==> src/rtl/rst_seq_pkg.sv <==
// ============================================================================
// rst_seq_pkg : shared state encoding, default parameters and sizing helper
//               for the reset sequencer.
// Rev 1.0
// ============================================================================
`default_nettype none

package rst_seq_pkg;

    typedef enum logic [1:0] {
        HOLD = 2'd0,
        SEQ  = 2'd1,
        RUN  = 2'd2
    } state_t;

    localparam int DEF_SYNC_STAGES = 2;
    localparam int DEF_NUM_OUT     = 4;
    localparam int DEF_MIN_HOLD    = 8;
    localparam int DEF_STAGE_GAP   = 4;

    function automatic int cnt_width(input int a, input int b);
        return $clog2(((a > b) ? a : b) + 1);
    endfunction

endpackage

`default_nettype wire

==> src/rtl/rst_sync_chain.sv <==
// ============================================================================
// rst_sync_chain : async-assert / sync-release reset synchronizer.
// Rev 1.0
// ============================================================================
`default_nettype none

module rst_sync_chain #(
    parameter int SYNC_STAGES = 2
) (
    input  logic CLK,
    input  logic RST_IN,
    output logic SYNC_OUT
);

    logic [SYNC_STAGES-1:0] chain_q;

    always_ff @(posedge CLK or negedge RST_IN) begin
        if (!RST_IN) begin
            chain_q <= '0;
        end else begin
            chain_q <= {chain_q[SYNC_STAGES-2:0], 1'b1};
        end
    end

    assign SYNC_OUT = chain_q[SYNC_STAGES-1];

endmodule

`default_nettype wire

==> src/rtl/rst_seq.sv <==
// ============================================================================
// rst_seq : synchronizes an external reset, holds all domain resets for a
//           minimum time, then releases them one by one in index order.
// Rev 1.0
// ============================================================================
`default_nettype none

module rst_seq
    import rst_seq_pkg::*;
#(
    parameter int SYNC_STAGES = DEF_SYNC_STAGES,
    parameter int NUM_OUT     = DEF_NUM_OUT,
    parameter int MIN_HOLD    = DEF_MIN_HOLD,
    parameter int STAGE_GAP   = DEF_STAGE_GAP
) (
    input  logic               CLK,
    input  logic               RST_IN,
    input  logic               SW_RST,
    output logic [NUM_OUT-1:0] RST_OUT,
    output logic               RST_DONE
);

    localparam int            CW       = cnt_width(MIN_HOLD, STAGE_GAP);
    localparam logic [CW-1:0] HOLD_END = CW'(MIN_HOLD);
    localparam logic [CW-1:0] GAP_END  = CW'(STAGE_GAP);

    generate
        if (SYNC_STAGES < 2 || SYNC_STAGES > 4) begin : g_bad_sync_stages
            $error("rst_seq: SYNC_STAGES out of range 2..4");
        end
        if (NUM_OUT < 1 || NUM_OUT > 8) begin : g_bad_num_out
            $error("rst_seq: NUM_OUT out of range 1..8");
        end
        if (MIN_HOLD < 1 || MIN_HOLD > 255) begin : g_bad_min_hold
            $error("rst_seq: MIN_HOLD out of range 1..255");
        end
        if (STAGE_GAP < 1 || STAGE_GAP > 255) begin : g_bad_stage_gap
            $error("rst_seq: STAGE_GAP out of range 1..255");
        end
    endgenerate

    logic               rst_sync;
    state_t             state_q, state_d;
    logic [CW-1:0]      hold_cnt_q, hold_cnt_d;
    logic [CW-1:0]      gap_cnt_q, gap_cnt_d;
    logic [NUM_OUT-1:0] rst_out_q, rst_out_d;
    logic [CW-1:0]      hold_inc;
    logic [CW-1:0]      gap_inc;
    logic [NUM_OUT-1:0] out_next;

    rst_sync_chain #(
        .SYNC_STAGES (SYNC_STAGES)
    ) u_sync (
        .CLK      (CLK),
        .RST_IN   (RST_IN),
        .SYNC_OUT (rst_sync)
    );

    assign hold_inc = hold_cnt_q + CW'(1);
    assign gap_inc  = gap_cnt_q + CW'(1);
    // Thermometer step: releases the lowest still-asserted output.
    assign out_next = (rst_out_q << 1) | NUM_OUT'(1);

    always_comb begin
        state_d    = state_q;
        hold_cnt_d = hold_cnt_q;
        gap_cnt_d  = gap_cnt_q;
        rst_out_d  = rst_out_q;
        case (state_q)
            HOLD: begin
                if (SW_RST) begin
                    hold_cnt_d = '0;
                end else if (rst_sync) begin
                    if (hold_inc == HOLD_END) begin
                        hold_cnt_d = '0;
                        rst_out_d  = NUM_OUT'(1);
                        state_d    = (NUM_OUT == 1) ? RUN : SEQ;
                    end else begin
                        hold_cnt_d = hold_inc;
                    end
                end
            end
            SEQ: begin
                if (SW_RST) begin
                    state_d   = HOLD;
                    gap_cnt_d = '0;
                    rst_out_d = '0;
                end else if (gap_inc == GAP_END) begin
                    gap_cnt_d = '0;
                    rst_out_d = out_next;
                    if (&out_next) begin
                        state_d = RUN;
                    end
                end else begin
                    gap_cnt_d = gap_inc;
                end
            end
            RUN: begin
                if (SW_RST) begin
                    state_d   = HOLD;
                    rst_out_d = '0;
                end
            end
            default: begin
                state_d    = HOLD;
                hold_cnt_d = '0;
                gap_cnt_d  = '0;
                rst_out_d  = '0;
            end
        endcase
    end

    always_ff @(posedge CLK or negedge RST_IN) begin
        if (!RST_IN) begin
            state_q    <= HOLD;
            hold_cnt_q <= '0;
            gap_cnt_q  <= '0;
            rst_out_q  <= '0;
        end else begin
            state_q    <= state_d;
            hold_cnt_q <= hold_cnt_d;
            gap_cnt_q  <= gap_cnt_d;
            rst_out_q  <= rst_out_d;
        end
    end

    assign RST_OUT  = rst_out_q;
    assign RST_DONE = &rst_out_q;

endmodule

`default_nettype wire

==> config.mk <==
export PLATFORM = sky130hd
export DESIGN_NAME = rst_seq
export DESIGN_NICKNAME = d
export VERILOG_FILES = /design/src/rtl/rst_seq_pkg.sv /design/src/rtl/rst_sync_chain.sv /design/src/rtl/rst_seq.sv
export SDC_FILE = /design/constraint.sdc
export NUM_CORES = 1
export LEC_CHECK = 0
export ABC_CLOCK_PERIOD_IN_PS = 2390
export CORE_ASPECT_RATIO = 0.7
export CORE_MARGIN = 5
export CORE_UTILIZATION = 30
export DETAILED_ROUTE_END_ITERATION = 12
export PLACE_DENSITY_LB_ADDON = 0.3
export SETUP_SLACK_MARGIN = 0.4
export SYNTH_ARGS = -nofsm -noshare
export SYNTH_HDL_FRONTEND = slang
export SYNTH_SLANG_ARGS = --single-unit
==> constraint.sdc <==
create_clock -name CLK -period 2.39 [get_ports CLK]
set_clock_uncertainty 0.05 [all_clocks]
set_input_delay 0.478 -clock CLK [delete_from_list [all_inputs] [get_ports CLK]]
set_output_delay 0.478 -clock CLK [all_outputs]
set_load 0.005 [all_outputs]
==> flow_results.xml <==
<?xml version="1.0" encoding="UTF-8"?>
<metrics>
  <group name="status">
    <metric name="outcome" unit="">finished clean</metric>
  </group>
  <group name="final_layout">
    <metric name="post_route_cells_drive_above_1_share" unit="%">17.1</metric>
    <metric name="finalInstanceArea" unit="um2">1180</metric>
    <metric name="fin_nets" unit="">130</metric>
    <metric name="insertedDiodeCount" unit="">0</metric>
    <metric name="area.growth.synth_to_final" unit="%">23.1</metric>
  </group>
  <group name="place">
    <metric name="dpl.hpwl" unit="um">1420</metric>
    <metric name="placement.cell_area" unit="um2">1080</metric>
    <metric name="globalplace.congestion" unit="">0.751</metric>
    <metric name="port_buffers" unit="">7</metric>
  </group>
  <group name="floorplan">
    <metric name="design.die.area" unit="um2">4440</metric>
    <metric name="ios" unit="">8</metric>
    <metric name="fp-row-count" unit="">17</metric>
    <metric name="core_area" unit="um2">3110</metric>
    <metric name="initial_utilization" unit="%">30.9</metric>
    <metric name="fp.dieH" unit="um">57.3</metric>
    <metric name="die_w" unit="um">77.6</metric>
  </group>
  <group name="synth">
    <metric name="postSynthAreaPerCell" unit="um2">9.40</metric>
    <metric name="yosys-top-cells-area" unit="">sky130_fd_sc_hd__dfrtp_1 (42%), sky130_fd_sc_hd__ha_1 (10%), sky130_fd_sc_hd__nand2_1 (6.7%), sky130_fd_sc_hd__o31ai_1 (3.9%), sky130_fd_sc_hd__o21ai_0 (3.1%)</metric>
    <metric name="yosys.area.top_type_share" unit="%">41.8</metric>
    <metric name="ys_warn_count" unit="">0</metric>
    <metric name="ys_ff_latch" unit="">16</metric>
    <metric name="synth_sequential_area_ratio" unit="%">41.8</metric>
    <metric name="synthFlopType" unit="">sky130_fd_sc_hd__dfrtp_1</metric>
    <metric name="postSynth.asyncResetShare" unit="%">100</metric>
    <metric name="synthDistinctLibCells" unit="">36</metric>
    <metric name="postSynthNetCount" unit="">113</metric>
    <metric name="netlist_instances" unit="">102</metric>
    <metric name="synth_top_cell_by_area" unit="">sky130_fd_sc_hd__dfrtp_1</metric>
    <metric name="synth_area" unit="um2">958</metric>
    <metric name="synth-edff-count" unit="">0</metric>
  </group>
  <group name="route">
    <metric name="via_count" unit="">794</metric>
    <metric name="detail_route.wl_per_cell" unit="um">13.0</metric>
    <metric name="remaining_drc_errors" unit="">0</metric>
    <metric name="drt_pass1_iterations" unit="">4</metric>
    <metric name="met3WireLength" unit="um">81</metric>
    <metric name="route.final.wire_length" unit="um">2010</metric>
    <metric name="met1_length" unit="um">1060</metric>
    <metric name="highest-signal-layer" unit="">met4</metric>
    <metric name="wl_met2" unit="um">840</metric>
    <metric name="route.detailed.vias_per_inst" unit="">5.12</metric>
    <metric name="drt.antenna.violating_nets" unit="">0</metric>
    <metric name="initialDrtViolationCount" unit="">72</metric>
  </group>
  <group name="clock_network">
    <metric name="tritoncts_clock_tree" unit="">yes</metric>
    <metric name="clk_root_buffer_cell" unit="">sky130_fd_sc_hd__clkbuf_8</metric>
    <metric name="clock_path_buffers" unit="">2</metric>
    <metric name="cts-htree-levels" unit="">1</metric>
    <metric name="hold_buffers" unit="">0</metric>
    <metric name="numClockSinks" unit="">16</metric>
    <metric name="clk_latency" unit="ns">0.25</metric>
    <metric name="numCtsBuffers" unit="">3</metric>
    <metric name="clk_pin_slew" unit="ns">0.06</metric>
  </group>
  <group name="setup_path">
    <metric name="timing.critical_path.required" unit="ns">2.48</metric>
    <metric name="worst_path_max_delay_cell" unit="">sky130_fd_sc_hd__dfrtp_2</metric>
    <metric name="cpLargestDelayFamily" unit="">compound AO/OA/AOI/OAI gates</metric>
    <metric name="critical_path.max_fanout" unit="">10</metric>
    <metric name="timing_worst_setup_path_type" unit="">flop to flop</metric>
    <metric name="worstSetupEndpointType" unit="">flop</metric>
    <metric name="worst_path_most_repeated_cell" unit="">sky130_fd_sc_hd__buf_4</metric>
    <metric name="critPathArrivalTime" unit="ns">1.99</metric>
    <metric name="r2r_setup_slack" unit="ns">0.48</metric>
    <metric name="worstPathCellList" unit="">buf_4 &gt; a21boi_2 &gt; o2111ai_2 &gt; a311o_1 &gt; buf_4 &gt; o32a_1</metric>
    <metric name="cp_num_buf_inv" unit="">2</metric>
    <metric name="crit_path_start_kind" unit="">flop</metric>
    <metric name="crit_path_max_incr_delay" unit="ns">0.45</metric>
  </group>
  <group name="timing">
    <metric name="setup_violations" unit="">0</metric>
    <metric name="final_hold_viol_count" unit="">0</metric>
    <metric name="max_clock_freq" unit="MHz">525</metric>
    <metric name="final_max_slew_viol_count" unit="">0</metric>
    <metric name="fin_crit_sh" unit="%">79.7</metric>
    <metric name="finalSetupTns" unit="ns">0</metric>
    <metric name="grt_setup_unrepaired" unit="">no</metric>
    <metric name="post-route-min-period" unit="ns">1.91</metric>
  </group>
  <group name="grt">
    <metric name="global_route_wire_length_before_repair" unit="um">3530</metric>
    <metric name="antenna_violations_before_repair" unit="">0</metric>
    <metric name="gr-usage-all-layers" unit="%">9.83</metric>
    <metric name="grt_start_max_net_pins" unit="">17</metric>
    <metric name="grt_remaining_overflow" unit="">0</metric>
    <metric name="first_global_vias" unit="">757</metric>
  </group>
  <group name="power_and_ir_drop">
    <metric name="irDropWorstVdd" unit="V">0.000286</metric>
    <metric name="cellPowerDensity" unit="nW/um2">852</metric>
    <metric name="total_leakage_power" unit="nW">0.526</metric>
  </group>
  <group name="flow_run">
    <metric name="maxCapViolCount" unit="">0</metric>
  </group>
  <group name="worst_hold_path">
    <metric name="min_path_type" unit="">flop to flop</metric>
  </group>
</metrics>
-- cell usage after synthesis, types with 2 or more instances --
cell type / instances
sky130_fd_sc_hd__nor2b_1: 2
sky130_fd_sc_hd__nor2_1: 6
sky130_fd_sc_hd__ha_1: 8
sky130_fd_sc_hd__nand3_1: 4
sky130_fd_sc_hd__o21ai_0: 6
sky130_fd_sc_hd__inv_1: 5
sky130_fd_sc_hd__and3_1: 2
sky130_fd_sc_hd__a21oi_1: 3
sky130_fd_sc_hd__o31ai_1: 5
sky130_fd_sc_hd__dfrtp_1: 16
sky130_fd_sc_hd__nand2_1: 17
sky130_fd_sc_hd__o21ai_1: 4
-- worst register-to-register path, delay by kind of cell (launching register included) --
kind	cells	cell delay, ns
compound gates	4	0.97
buf+inv	2	0.34
flops	1	0.45
-- path summary, 6_finish.rpt --
kind	start	endpoint	cells after the start
max	hold_cnt_q[0]	RST_OUT[0]	6
min	u_sync.chain_q[0]	u_sync.chain_q[1]	0
max reg2reg	hold_cnt_q[0]	RST_OUT[0]	6
min reg2reg	u_sync.chain_q[0]	u_sync.chain_q[1]	0
max in group asynchronous	RST_IN	hold_cnt_q[1]	2
min in group asynchronous	RST_IN	hold_cnt_q[2]	2
-- placed cells by master, fill, tap and decap left out, drive strengths merged --
| master | instances |
|---|---|
| a211o | 1 |
| a21boi | 2 |
| a21oi | 4 |
| a311o | 1 |
| a31oi | 1 |
| a32o | 1 |
| a32oi | 1 |
| and2 | 1 |
| and3 | 2 |
| and3b | 1 |
| buf | 7 |
| clkbuf | 3 |
| clkdlybuf4s50 | 6 |
| conb | 1 |
| dfrtp | 16 |
| dlymetal6s2s | 1 |
| ha | 8 |
| inv | 5 |
| mux2 | 2 |
| nand2 | 17 |
| nand3 | 4 |
| nand4 | 1 |
| nand4bb | 1 |
| nor2 | 6 |
| nor2b | 2 |
| nor3b | 1 |
| o2111ai | 1 |
| o211a | 1 |
| o21a | 1 |
| o21ai | 10 |
| o21bai | 1 |
| o31ai | 5 |
| o32a | 1 |
| xor2 | 1 |
-- state kept, by name (all words and copies together) (netlist names) --
name	flops
RST_OUT	4
gap_cnt_q	4
hold_cnt_q	4
state_q	2
u_sync.chain_q	2
-- per-layer routing --
layer  up-vias  GRT usage [%]
met2        13           13.7
met3         2           2.68
li1        401              -
met1       378           14.1
met5         -              0
met4         0           4.41
-- where the power goes --
group	total, mW	switching (mW)	internal [mW]	leakage, nW
clock network	0.201	0.0897	0.112	0.0216
logic	0.421	0.218	0.203	0.296
registers	0.383	0.0561	0.327	0.208
total	1.01	0.364	0.642	0.526
-- cell families (layout without fill, tap and decap cells) --
group,after synthesis,count (layout),share of synthesized area (%)
buf+inv,7,22,3.52
fa+ha+maj,8,8,10.4
flops,16,16,41.8
other cells,1,1,0.391
simple gates,36,36,17.9
mux,2,2,2.35
xor+xnor,1,1,0.914
compound gates,31,31,22.7
-- stage by stage --
step | instances | setup slack [ns] | util (%) | hold slack, ns | power, mW
6_report | 155 | 0.485 | 38.0 | 0.302 | 1.01
3_3_place_gp | 148 | 0.346 | 34.9 | 0.282 | 0.736
5_1_grt | 155 | 0.400 | 38.0 | 0.318 | 1.08
4_1_cts | 154 | 0.398 | 37.0 | 0.303 | 0.980
3_5_place_dp | 148 | 0.307 | 34.9 | 0.289 | 0.744
2_1_floorplan | 102 | 0.499 | - | 0.132 | 0.628
-- final cells by class --
cell class / instances / area [um2]
flip-flops and latches: 16 / 403
clock buffers: 3 / 41.3
repair buffers: 14 / 125
inverters: 5 / 18.8
fillers: 311 / 1930
well taps: 38 / 47.5
multi-input cells: 79 / 544
-- repair_timing --
action	in CTS	in global routing
gates resized for setup	1	7
pin swaps	0	1
buffers inserted	3	1
setup endpoints to repair	3	7
Note: power is estimated with default switching activity, not from simulation.
